## src/rtl/rv_ctrl_pkg.sv

```systemverilog
// Shared definitions for the multicycle RV32I main controller:
// FSM state encodings, opcode constants, ALU control codes and alu_op codes.
package rv_ctrl_pkg;

    // Main FSM states (4-bit encoding)
    typedef enum logic [3:0] {
        S_FETCH    = 4'd0,
        S_DECODE   = 4'd1,
        S_MEMADR   = 4'd2,
        S_MEMREAD  = 4'd3,
        S_MEMWB    = 4'd4,
        S_MEMWRITE = 4'd5,
        S_EXECUTER = 4'd6,
        S_EXECUTEI = 4'd7,
        S_ALUWB    = 4'd8,
        S_JAL      = 4'd9,
        S_BEQ      = 4'd10
    } state_t;

    // Supported opcodes (instr[6:0])
    localparam logic [6:0] OP_LW  = 7'b0000011;
    localparam logic [6:0] OP_SW  = 7'b0100011;
    localparam logic [6:0] OP_R   = 7'b0110011;
    localparam logic [6:0] OP_I   = 7'b0010011;
    localparam logic [6:0] OP_JAL = 7'b1101111;
    localparam logic [6:0] OP_BEQ = 7'b1100011;

    // ALU operation selects
    localparam logic [2:0] ALU_ADD = 3'b000;
    localparam logic [2:0] ALU_SUB = 3'b001;
    localparam logic [2:0] ALU_AND = 3'b010;
    localparam logic [2:0] ALU_OR  = 3'b011;
    localparam logic [2:0] ALU_SLT = 3'b101;

    // Internal alu_op from the main FSM to the ALU decoder
    typedef enum logic [1:0] {
        ALUOP_ADD   = 2'b00,
        ALUOP_SUB   = 2'b01,
        ALUOP_FUNCT = 2'b10
    } alu_op_t;

    // Immediate format select derived from the opcode alone
    function automatic logic [1:0] imm_src_of(input logic [6:0] op);
        logic [1:0] imm;
        case (op)
            OP_SW:   imm = 2'b01;
            OP_BEQ:  imm = 2'b10;
            OP_JAL:  imm = 2'b11;
            default: imm = 2'b00;
        endcase
        return imm;
    endfunction

endpackage

```

## src/rtl/rv_multicycle_controller_if.sv

```systemverilog
// Bundle of instruction fields in and control signals out of the controller.
// master = controller side, slave = datapath side.
interface rv_multicycle_controller_if #(
    parameter int CNT_WIDTH = 32
);
    logic [6:0]           op;
    logic [2:0]           funct3;
    logic                 funct7b5;
    logic                 zero;
    logic                 pc_write;
    logic                 adr_src;
    logic                 mem_write;
    logic                 ir_write;
    logic [1:0]           result_src;
    logic [1:0]           alu_src_a;
    logic [1:0]           alu_src_b;
    logic [1:0]           imm_src;
    logic                 reg_write;
    logic [2:0]           alu_control;
    logic                 illegal_instr;
    logic [CNT_WIDTH-1:0] instret;

    modport master (
        input  op, funct3, funct7b5, zero,
        output pc_write, adr_src, mem_write, ir_write, result_src,
               alu_src_a, alu_src_b, imm_src, reg_write, alu_control,
               illegal_instr, instret
    );

    modport slave (
        output op, funct3, funct7b5, zero,
        input  pc_write, adr_src, mem_write, ir_write, result_src,
               alu_src_a, alu_src_b, imm_src, reg_write, alu_control,
               illegal_instr, instret
    );
endinterface

```

## src/rtl/rv_alu_decoder.sv

```systemverilog
// Combinational ALU decoder: turns alu_op plus instruction fields into the
// 3-bit ALU operation select.
module rv_alu_decoder
    import rv_ctrl_pkg::*;
(
    input  alu_op_t    alu_op_i,
    input  logic [2:0] funct3_i,
    input  logic       op5_i,
    input  logic       funct7b5_i,
    output logic [2:0] alu_control_o
);

    // Select ALU operation; only R-type (op[5]=1) with funct7b5 means subtract
    always_comb begin
        alu_control_o = ALU_ADD;
        case (alu_op_i)
            ALUOP_ADD: alu_control_o = ALU_ADD;
            ALUOP_SUB: alu_control_o = ALU_SUB;
            ALUOP_FUNCT: begin
                case (funct3_i)
                    3'b000: begin
                        if (op5_i && funct7b5_i) begin
                            alu_control_o = ALU_SUB;
                        end else begin
                            alu_control_o = ALU_ADD;
                        end
                    end
                    3'b010:  alu_control_o = ALU_SLT;
                    3'b110:  alu_control_o = ALU_OR;
                    3'b111:  alu_control_o = ALU_AND;
                    default: alu_control_o = ALU_ADD;
                endcase
            end
            default: alu_control_o = ALU_ADD;
        endcase
    end

endmodule

```

## src/rtl/rv_multicycle_controller.sv

```systemverilog
// Moore main control FSM of the multicycle RV32I core. Outputs are decoded
// combinationally from the state (plus instruction fields and zero) so they
// take effect in the same cycle the state is entered. Also counts retired
// instructions.
module rv_multicycle_controller
    import rv_ctrl_pkg::*;
#(
    parameter int CNT_WIDTH = 32
) (
    input  logic clk,
    input  logic reset,
    rv_multicycle_controller_if.master ctrl
);

    state_t               state_q, state_d;
    logic [CNT_WIDTH-1:0] instret_q, instret_d;

    alu_op_t    alu_op_s;
    logic       pc_update_s;
    logic       branch_s;
    logic       pc_write_s;
    logic       adr_src_s;
    logic       mem_write_s;
    logic       ir_write_s;
    logic [1:0] result_src_s;
    logic [1:0] alu_src_a_s;
    logic [1:0] alu_src_b_s;
    logic       reg_write_s;
    logic       illegal_s;
    logic       retire_s;
    logic [2:0] alu_control_s;

    // Next-state and per-state control decode
    always_comb begin
        state_d      = S_FETCH;
        alu_op_s     = ALUOP_ADD;
        pc_update_s  = 1'b0;
        branch_s     = 1'b0;
        adr_src_s    = 1'b0;
        mem_write_s  = 1'b0;
        ir_write_s   = 1'b0;
        result_src_s = 2'b00;
        alu_src_a_s  = 2'b00;
        alu_src_b_s  = 2'b00;
        reg_write_s  = 1'b0;
        illegal_s    = 1'b0;
        case (state_q)
            S_FETCH: begin
                state_d      = S_DECODE;
                ir_write_s   = 1'b1;
                alu_src_b_s  = 2'b10;
                result_src_s = 2'b10;
                pc_update_s  = 1'b1;
            end
            S_DECODE: begin
                // ALU precomputes OldPC + imm as a branch/jump target
                alu_src_a_s = 2'b01;
                alu_src_b_s = 2'b01;
                case (ctrl.op)
                    OP_LW, OP_SW: state_d = S_MEMADR;
                    OP_R:         state_d = S_EXECUTER;
                    OP_I:         state_d = S_EXECUTEI;
                    OP_JAL:       state_d = S_JAL;
                    OP_BEQ:       state_d = S_BEQ;
                    default: begin
                        state_d   = S_FETCH;
                        illegal_s = 1'b1;
                    end
                endcase
            end
            S_MEMADR: begin
                alu_src_a_s = 2'b10;
                alu_src_b_s = 2'b01;
                if (ctrl.op[5]) begin
                    state_d = S_MEMWRITE;
                end else begin
                    state_d = S_MEMREAD;
                end
            end
            S_MEMREAD: begin
                state_d   = S_MEMWB;
                adr_src_s = 1'b1;
            end
            S_MEMWB: begin
                state_d      = S_FETCH;
                result_src_s = 2'b01;
                reg_write_s  = 1'b1;
            end
            S_MEMWRITE: begin
                state_d     = S_FETCH;
                adr_src_s   = 1'b1;
                mem_write_s = 1'b1;
            end
            S_EXECUTER: begin
                state_d     = S_ALUWB;
                alu_src_a_s = 2'b10;
                alu_op_s    = ALUOP_FUNCT;
            end
            S_EXECUTEI: begin
                state_d     = S_ALUWB;
                alu_src_a_s = 2'b10;
                alu_src_b_s = 2'b01;
                alu_op_s    = ALUOP_FUNCT;
            end
            S_ALUWB: begin
                state_d     = S_FETCH;
                reg_write_s = 1'b1;
            end
            S_JAL: begin
                // PC <- target computed in DECODE, ALU forms OldPC + 4 for rd
                state_d     = S_ALUWB;
                alu_src_a_s = 2'b01;
                alu_src_b_s = 2'b10;
                pc_update_s = 1'b1;
            end
            S_BEQ: begin
                state_d     = S_FETCH;
                alu_src_a_s = 2'b10;
                alu_op_s    = ALUOP_SUB;
                branch_s    = 1'b1;
            end
            default: begin
                state_d = S_FETCH;
            end
        endcase
        pc_write_s = pc_update_s | (branch_s & ctrl.zero);
    end

    rv_alu_decoder u_alu_decoder (
        .alu_op_i      (alu_op_s),
        .funct3_i      (ctrl.funct3),
        .op5_i         (ctrl.op[5]),
        .funct7b5_i    (ctrl.funct7b5),
        .alu_control_o (alu_control_s)
    );

    // An instruction retires on the edge leaving its final state
    always_comb begin
        retire_s = 1'b0;
        case (state_q)
            S_MEMWB, S_MEMWRITE, S_ALUWB, S_BEQ: retire_s = 1'b1;
            default:                             retire_s = 1'b0;
        endcase
        if (retire_s) begin
            instret_d = instret_q + {{(CNT_WIDTH-1){1'b0}}, 1'b1};
        end else begin
            instret_d = instret_q;
        end
    end

    // State register and retired-instruction counter
    always_ff @(posedge clk or posedge reset) begin
        if (reset) begin
            state_q   <= S_FETCH;
            instret_q <= {CNT_WIDTH{1'b0}};
        end else begin
            state_q   <= state_d;
            instret_q <= instret_d;
        end
    end

    assign ctrl.pc_write      = pc_write_s;
    assign ctrl.adr_src       = adr_src_s;
    assign ctrl.mem_write     = mem_write_s;
    assign ctrl.ir_write      = ir_write_s;
    assign ctrl.result_src    = result_src_s;
    assign ctrl.alu_src_a     = alu_src_a_s;
    assign ctrl.alu_src_b     = alu_src_b_s;
    assign ctrl.imm_src       = imm_src_of(ctrl.op);
    assign ctrl.reg_write     = reg_write_s;
    assign ctrl.alu_control   = alu_control_s;
    assign ctrl.illegal_instr = illegal_s;
    assign ctrl.instret       = instret_q;

endmodule

```

## src/flat_wrapper.sv

```systemverilog
// flat-port wrapper written by rule: the top's interface ports become plain ports
module rv_multicycle_controller_flat import rv_ctrl_pkg::*;
#(
    parameter int CNT_WIDTH = 32
)
  (clk, reset, ctrl_op, ctrl_funct3, ctrl_funct7b5, ctrl_zero, ctrl_pc_write, ctrl_adr_src, ctrl_mem_write, ctrl_ir_write, ctrl_result_src, ctrl_alu_src_a, ctrl_alu_src_b, ctrl_imm_src, ctrl_reg_write, ctrl_alu_control, ctrl_illegal_instr, ctrl_instret);
  rv_multicycle_controller_if #(.CNT_WIDTH(CNT_WIDTH)) ctrl_i ();
  input  logic clk;
  input  logic reset;
  input wire logic [$bits(ctrl_i.op)-1:0] ctrl_op;
  input wire logic [$bits(ctrl_i.funct3)-1:0] ctrl_funct3;
  input wire logic [$bits(ctrl_i.funct7b5)-1:0] ctrl_funct7b5;
  input wire logic [$bits(ctrl_i.zero)-1:0] ctrl_zero;
  output wire logic [$bits(ctrl_i.pc_write)-1:0] ctrl_pc_write;
  output wire logic [$bits(ctrl_i.adr_src)-1:0] ctrl_adr_src;
  output wire logic [$bits(ctrl_i.mem_write)-1:0] ctrl_mem_write;
  output wire logic [$bits(ctrl_i.ir_write)-1:0] ctrl_ir_write;
  output wire logic [$bits(ctrl_i.result_src)-1:0] ctrl_result_src;
  output wire logic [$bits(ctrl_i.alu_src_a)-1:0] ctrl_alu_src_a;
  output wire logic [$bits(ctrl_i.alu_src_b)-1:0] ctrl_alu_src_b;
  output wire logic [$bits(ctrl_i.imm_src)-1:0] ctrl_imm_src;
  output wire logic [$bits(ctrl_i.reg_write)-1:0] ctrl_reg_write;
  output wire logic [$bits(ctrl_i.alu_control)-1:0] ctrl_alu_control;
  output wire logic [$bits(ctrl_i.illegal_instr)-1:0] ctrl_illegal_instr;
  output wire logic [$bits(ctrl_i.instret)-1:0] ctrl_instret;
  assign ctrl_i.op = ctrl_op;
  assign ctrl_i.funct3 = ctrl_funct3;
  assign ctrl_i.funct7b5 = ctrl_funct7b5;
  assign ctrl_i.zero = ctrl_zero;
  assign ctrl_pc_write = ctrl_i.pc_write;
  assign ctrl_adr_src = ctrl_i.adr_src;
  assign ctrl_mem_write = ctrl_i.mem_write;
  assign ctrl_ir_write = ctrl_i.ir_write;
  assign ctrl_result_src = ctrl_i.result_src;
  assign ctrl_alu_src_a = ctrl_i.alu_src_a;
  assign ctrl_alu_src_b = ctrl_i.alu_src_b;
  assign ctrl_imm_src = ctrl_i.imm_src;
  assign ctrl_reg_write = ctrl_i.reg_write;
  assign ctrl_alu_control = ctrl_i.alu_control;
  assign ctrl_illegal_instr = ctrl_i.illegal_instr;
  assign ctrl_instret = ctrl_i.instret;
  rv_multicycle_controller #(.CNT_WIDTH(CNT_WIDTH)) u_core (.clk(clk), .reset(reset), .ctrl(ctrl_i));
endmodule
```

## config.mk

```make
export PLATFORM = sky130hd
export DESIGN_NAME = rv_multicycle_controller_flat
export DESIGN_NICKNAME = d
export VERILOG_FILES = /design/src/rtl/rv_ctrl_pkg.sv /design/src/rtl/rv_multicycle_controller_if.sv /design/src/rtl/rv_alu_decoder.sv /design/src/rtl/rv_multicycle_controller.sv /design/src/flat_wrapper.sv
export SDC_FILE = /design/constraint.sdc
export NUM_CORES = 1
export LEC_CHECK = 0
export BUFFER_PORTS_ARGS = -buffer_cell sky130_fd_sc_hd__buf_2
export CORE_MARGIN = 2
export CORE_UTILIZATION = 36
export CTS_BUF_LIST = sky130_fd_sc_hd__clkbuf_2 sky130_fd_sc_hd__clkbuf_4 sky130_fd_sc_hd__clkbuf_8
export CTS_CLUSTER_SIZE = 8
export DETAILED_ROUTE_END_ITERATION = 10
export GPL_TIMING_DRIVEN = 0
export PLACE_DENSITY_LB_ADDON = 0.12
export SLEW_MARGIN = 10
export SYNTH_ARGS = -nofsm -noshare
export SYNTH_HDL_FRONTEND = slang
export SYNTH_SLANG_ARGS = --single-unit
```

## constraint.sdc

```tcl
create_clock -name clk -period 2.2 [get_ports clk]
set_input_delay 0.22 -clock clk [delete_from_list [all_inputs] [get_ports clk]]
set_output_delay 0.22 -clock clk [all_outputs]
set_load 0.005 [all_outputs]
```

==> flow_summary.yaml <==
sta:
  timing.final.crit_period_ns: 2.08
  relSlewSlack_pct: 48.6
  worst_hold_slack_ns: 0.0737
  setup_viol: 0
  clock.fmax_ghz: 0.481
  period_share_pct: 94.4
  worst_slew_pin_slew_ns: 0.769
  slew_violations: 0
  fin_skew_ns: 0.00595
  final_hold_viol_count: 0
detailed_routing:
  route.detailed.drc: 0
  num_vias: 1750
  wl_um: 4470
  drtIter0Drc: 48
  ant_nets: 0
  dr.pass1.iters: 4
  wl_per_cell_um: 12.5
  vias_per_cell: 4.92
setup_path:
  end_kind: "primary output"
  worstPathRequired_ns: 1.98
  cp_max_fo: 6
  setup.worst_path.start_class: "flop"
  crit_arrival_ns: 1.86
  crit_type: "flop to primary output"
clock_network:
  root_buffer: "clkbuf_8"
  clock-sinks: 36
  cts_buffer_depth: 2
  cts.htree.levels: 2
  post-cts-setup-buffers: 0
  cts_tree: "yes"
  clk_latency_ns: 0.28
  ctsHoldBuffers: 0
  cts.clk_slew.worst_paths_ns: 0.08
  cts_buffers: 5
cells_and_area:
  area_growth_pct: 25.7
  antenna_cells: 0
  num-fill-cells: 568
  drive_gt1_share_pct: 32.4
  post-route-util_pct: 46.8
  final_nets: 300
  stdcell_count: 356
  multi_input_area_um2: 1060
  seq_area_um2: 901
synth:
  ys_seq_elements: 36
  synth_edf_count: 0
  synth-main-ff-cell: "dfrtp_1"
  synth_mux_area_share_pct: 0
  syn_area_per_cell_um2: 9.54
  synth_nets: 232
  synth_common_cells: "dfrtp_1 (36), xor2_1 (21), nand2_1 (18)"
  synthCells: 215
  yosys.area.top_type: "dfrtp_1"
  yosysMostFrequentCell: "dfrtp_1"
  synth_fa_ha_area_share_pct: 1.83
  synth_area_um2: 2050
  synth_seq_area_share_pct: 43.9
  yosys_warnings: 0
  synth.distinct_cells: 38
  synth_top_family_by_area: "simple AND/OR/NAND/NOR gates"
  synth_xor_area_share_pct: 14.9
  synth-compound-area-share_pct: 5.43
  synth_top_area_share_pct: 43.9
  synth_area_leaders: "dfrtp_1 (44%), xor2_1 (9.0%), xnor2_1 (6.0%)"
  async_flop_share_pct: 100
  yosys.area_share.simple_pct: 28.7
power:
  p_leak_nw: 1.37
  combPwrFrac_pct: 21.5
  pwr-share-clk_pct: 34.0
  power_per_cell_area_nw_per_um2: 668
  p_sw_mw: 0.495
  intPower_mw: 1.23
  peakVddDrop_uv: 408
  power.total_mw: 1.72
  switching_share_pct: 28.7
  p_seq_share_pct: 44.4
floorplanning:
  core-area_um2: 5510
  fp.dieW_um: 79.5
  rows: 27
  die_h_um: 79.5
  die_area_um2: 6320
  initial_core_util_pct: 37.2
  boundaryPins: 63
place:
  dp_hpwl_um: 3190
  portBuffers: 62
  place.gp.congestion: 0.803
  post-place-cells: 349
global_routing:
  grt_pass1_vias: 1658
  gr-total-overflow: 0
  grtUsageTotal_pct: 15.0
  grt_pass1_wl_um: 7550
  antenna_found_initial: 0
  grt_max_degree: 37
min_path:
  hold_path_class: "input port to async pin"
run_status:
  status: "finished, final reports clean"
job:
  drv_cap: 0
[cells by family (layout without fill, tap and decap cells)]
| family | count (synthesis) | count (layout) |
|---|---|---|
| AOI/OAI and AO/OA | 16 | 16 |
| xor gates and xnor gates | 35 | 35 |
| adders and majority gates | 3 | 3 |
| buffers and inverters | 24 | 93 |
| DFF | 36 | 36 |
| and+or+nand+nor | 101 | 101 |
[timing repair]
action                                  in CTS  in global routing
pin swaps                                    0                  1
endpoints found under the setup margin       1                  3
hold endpoints to repair                     0                  0
gates resized for setup                      1                  8
[flip-flops by register name, summed over array words and instances, names as in the netlist]
signal / flops
u_core.state_q: 4
u_core.ctrl.instret: 32
[critical path: stages, from the launching register on]
cell and delay [ns]:
dfrtp_1 0.48, nor3b_4 0.30, nand2_1 0.11, ha_1 0.34, nor4_2 0.20, buf_2 0.15
[power groups by stage]
| stage | combinational (mW) | sequential (mW) | clock [mW] |
|---|---|---|---|
| after CTS | 0.374 | 0.762 | 0.605 |
| after floorplan | 0.216 | 0.765 | 0 |
| final | 0.371 | 0.765 | 0.586 |
| after detailed placement | 0.370 | 0.775 | 0 |
| after global placement | 0.375 | 0.776 | 0 |
| after global routing | 0.420 | 0.772 | 0.639 |
[path summary, 6_finish.rpt]
kind,slack (ns),endpoint,startpoint,depth (start not counted)
worst min-delay path,0.07,u_core.ctrl.instret[7]$_DFFE_PP0P_,reset,2
worst min register to register,0.47,u_core.ctrl.instret[31]$_DFFE_PP0P_,u_core.ctrl.instret[31]$_DFFE_PP0P_,1
max in group asynchronous,1.64,u_core.ctrl.instret[28]$_DFFE_PP0P_,reset,2
min in group clk,0.24,u_core.state_q[2]$_DFF_PP0_,ctrl_op[4],3
worst max register to register,0.45,u_core.ctrl.instret[28]$_DFFE_PP0P_,u_core.state_q[1]$_DFF_PP0_,6
worst max-delay path,0.12,ctrl_alu_control[2],u_core.state_q[0]$_DFF_PP0_,5
[cell usage in the layout, fill, tap and decap left out, types with 2 or more instances in the layout]
| cell | Yosys | routed |
|---|---|---|
| a21oi_1 | 4 | 4 |
| a2bb2oi_1 | 2 | 2 |
| a31oi_1 | 2 | 2 |
| and3_1 | 6 | 6 |
| and4_1 | 5 | 5 |
| buf_2 | 3 | 65 |
| buf_4 | 1 | 2 |
| clkbuf_1 | 5 | 2 |
| clkbuf_8 | 0 | 5 |
| dfrtp_1 | 36 | 36 |
| ha_1 | 3 | 3 |
| inv_1 | 13 | 12 |
| nand2_1 | 18 | 18 |
| nand2b_1 | 2 | 2 |
| nand3_1 | 12 | 12 |
| nand4_1 | 3 | 3 |
| nor2_1 | 14 | 14 |
| nor3_1 | 15 | 15 |
| nor3_2 | 5 | 5 |
| nor3b_1 | 3 | 3 |
| nor4_1 | 7 | 6 |
| o21ai_0 | 3 | 3 |
| or2_2 | 2 | 2 |
| or3_1 | 2 | 2 |
| xnor2_1 | 14 | 14 |
| xor2_1 | 21 | 21 |
[stage by stage]
stage / cell area [um^2] / worst slack (ns) / TNS [ns]
final: 2580 / 0.123 / 0
after global routing: 2580 / -0.000747 / -0.000747
after CTS: 2560 / 0.00263 / 0
after detailed placement: 2450 / 0.262 / 0
after global placement: 2450 / 0.249 / 0
after floorplan: 2050 / 0.479 / 0
[routing by layer]
| layer | wire (um) | GRT usage (%) | up-vias |
|---|---|---|---|
| met5 | 0 | 0 | - |
| met4 | 59 | 5.69 | 0 |
| met3 | 258 | 3.51 | 4 |
| met2 | 2060 | 24.0 | 60 |
| met1 | 2090 | 19.7 | 799 |
| li1 | - | - | 887 |
[final cells by class]
class	instances	area share [%]
multi-input combinational	155	41.1
sequential	36	34.9
timing repair buffer	62	12.0
clock buffer	6	2.96
buffer	10	2.23
tap	72	3.49
clock inverter	2	1.36
inverter	13	1.89
Power figures use the tool's default switching activity.
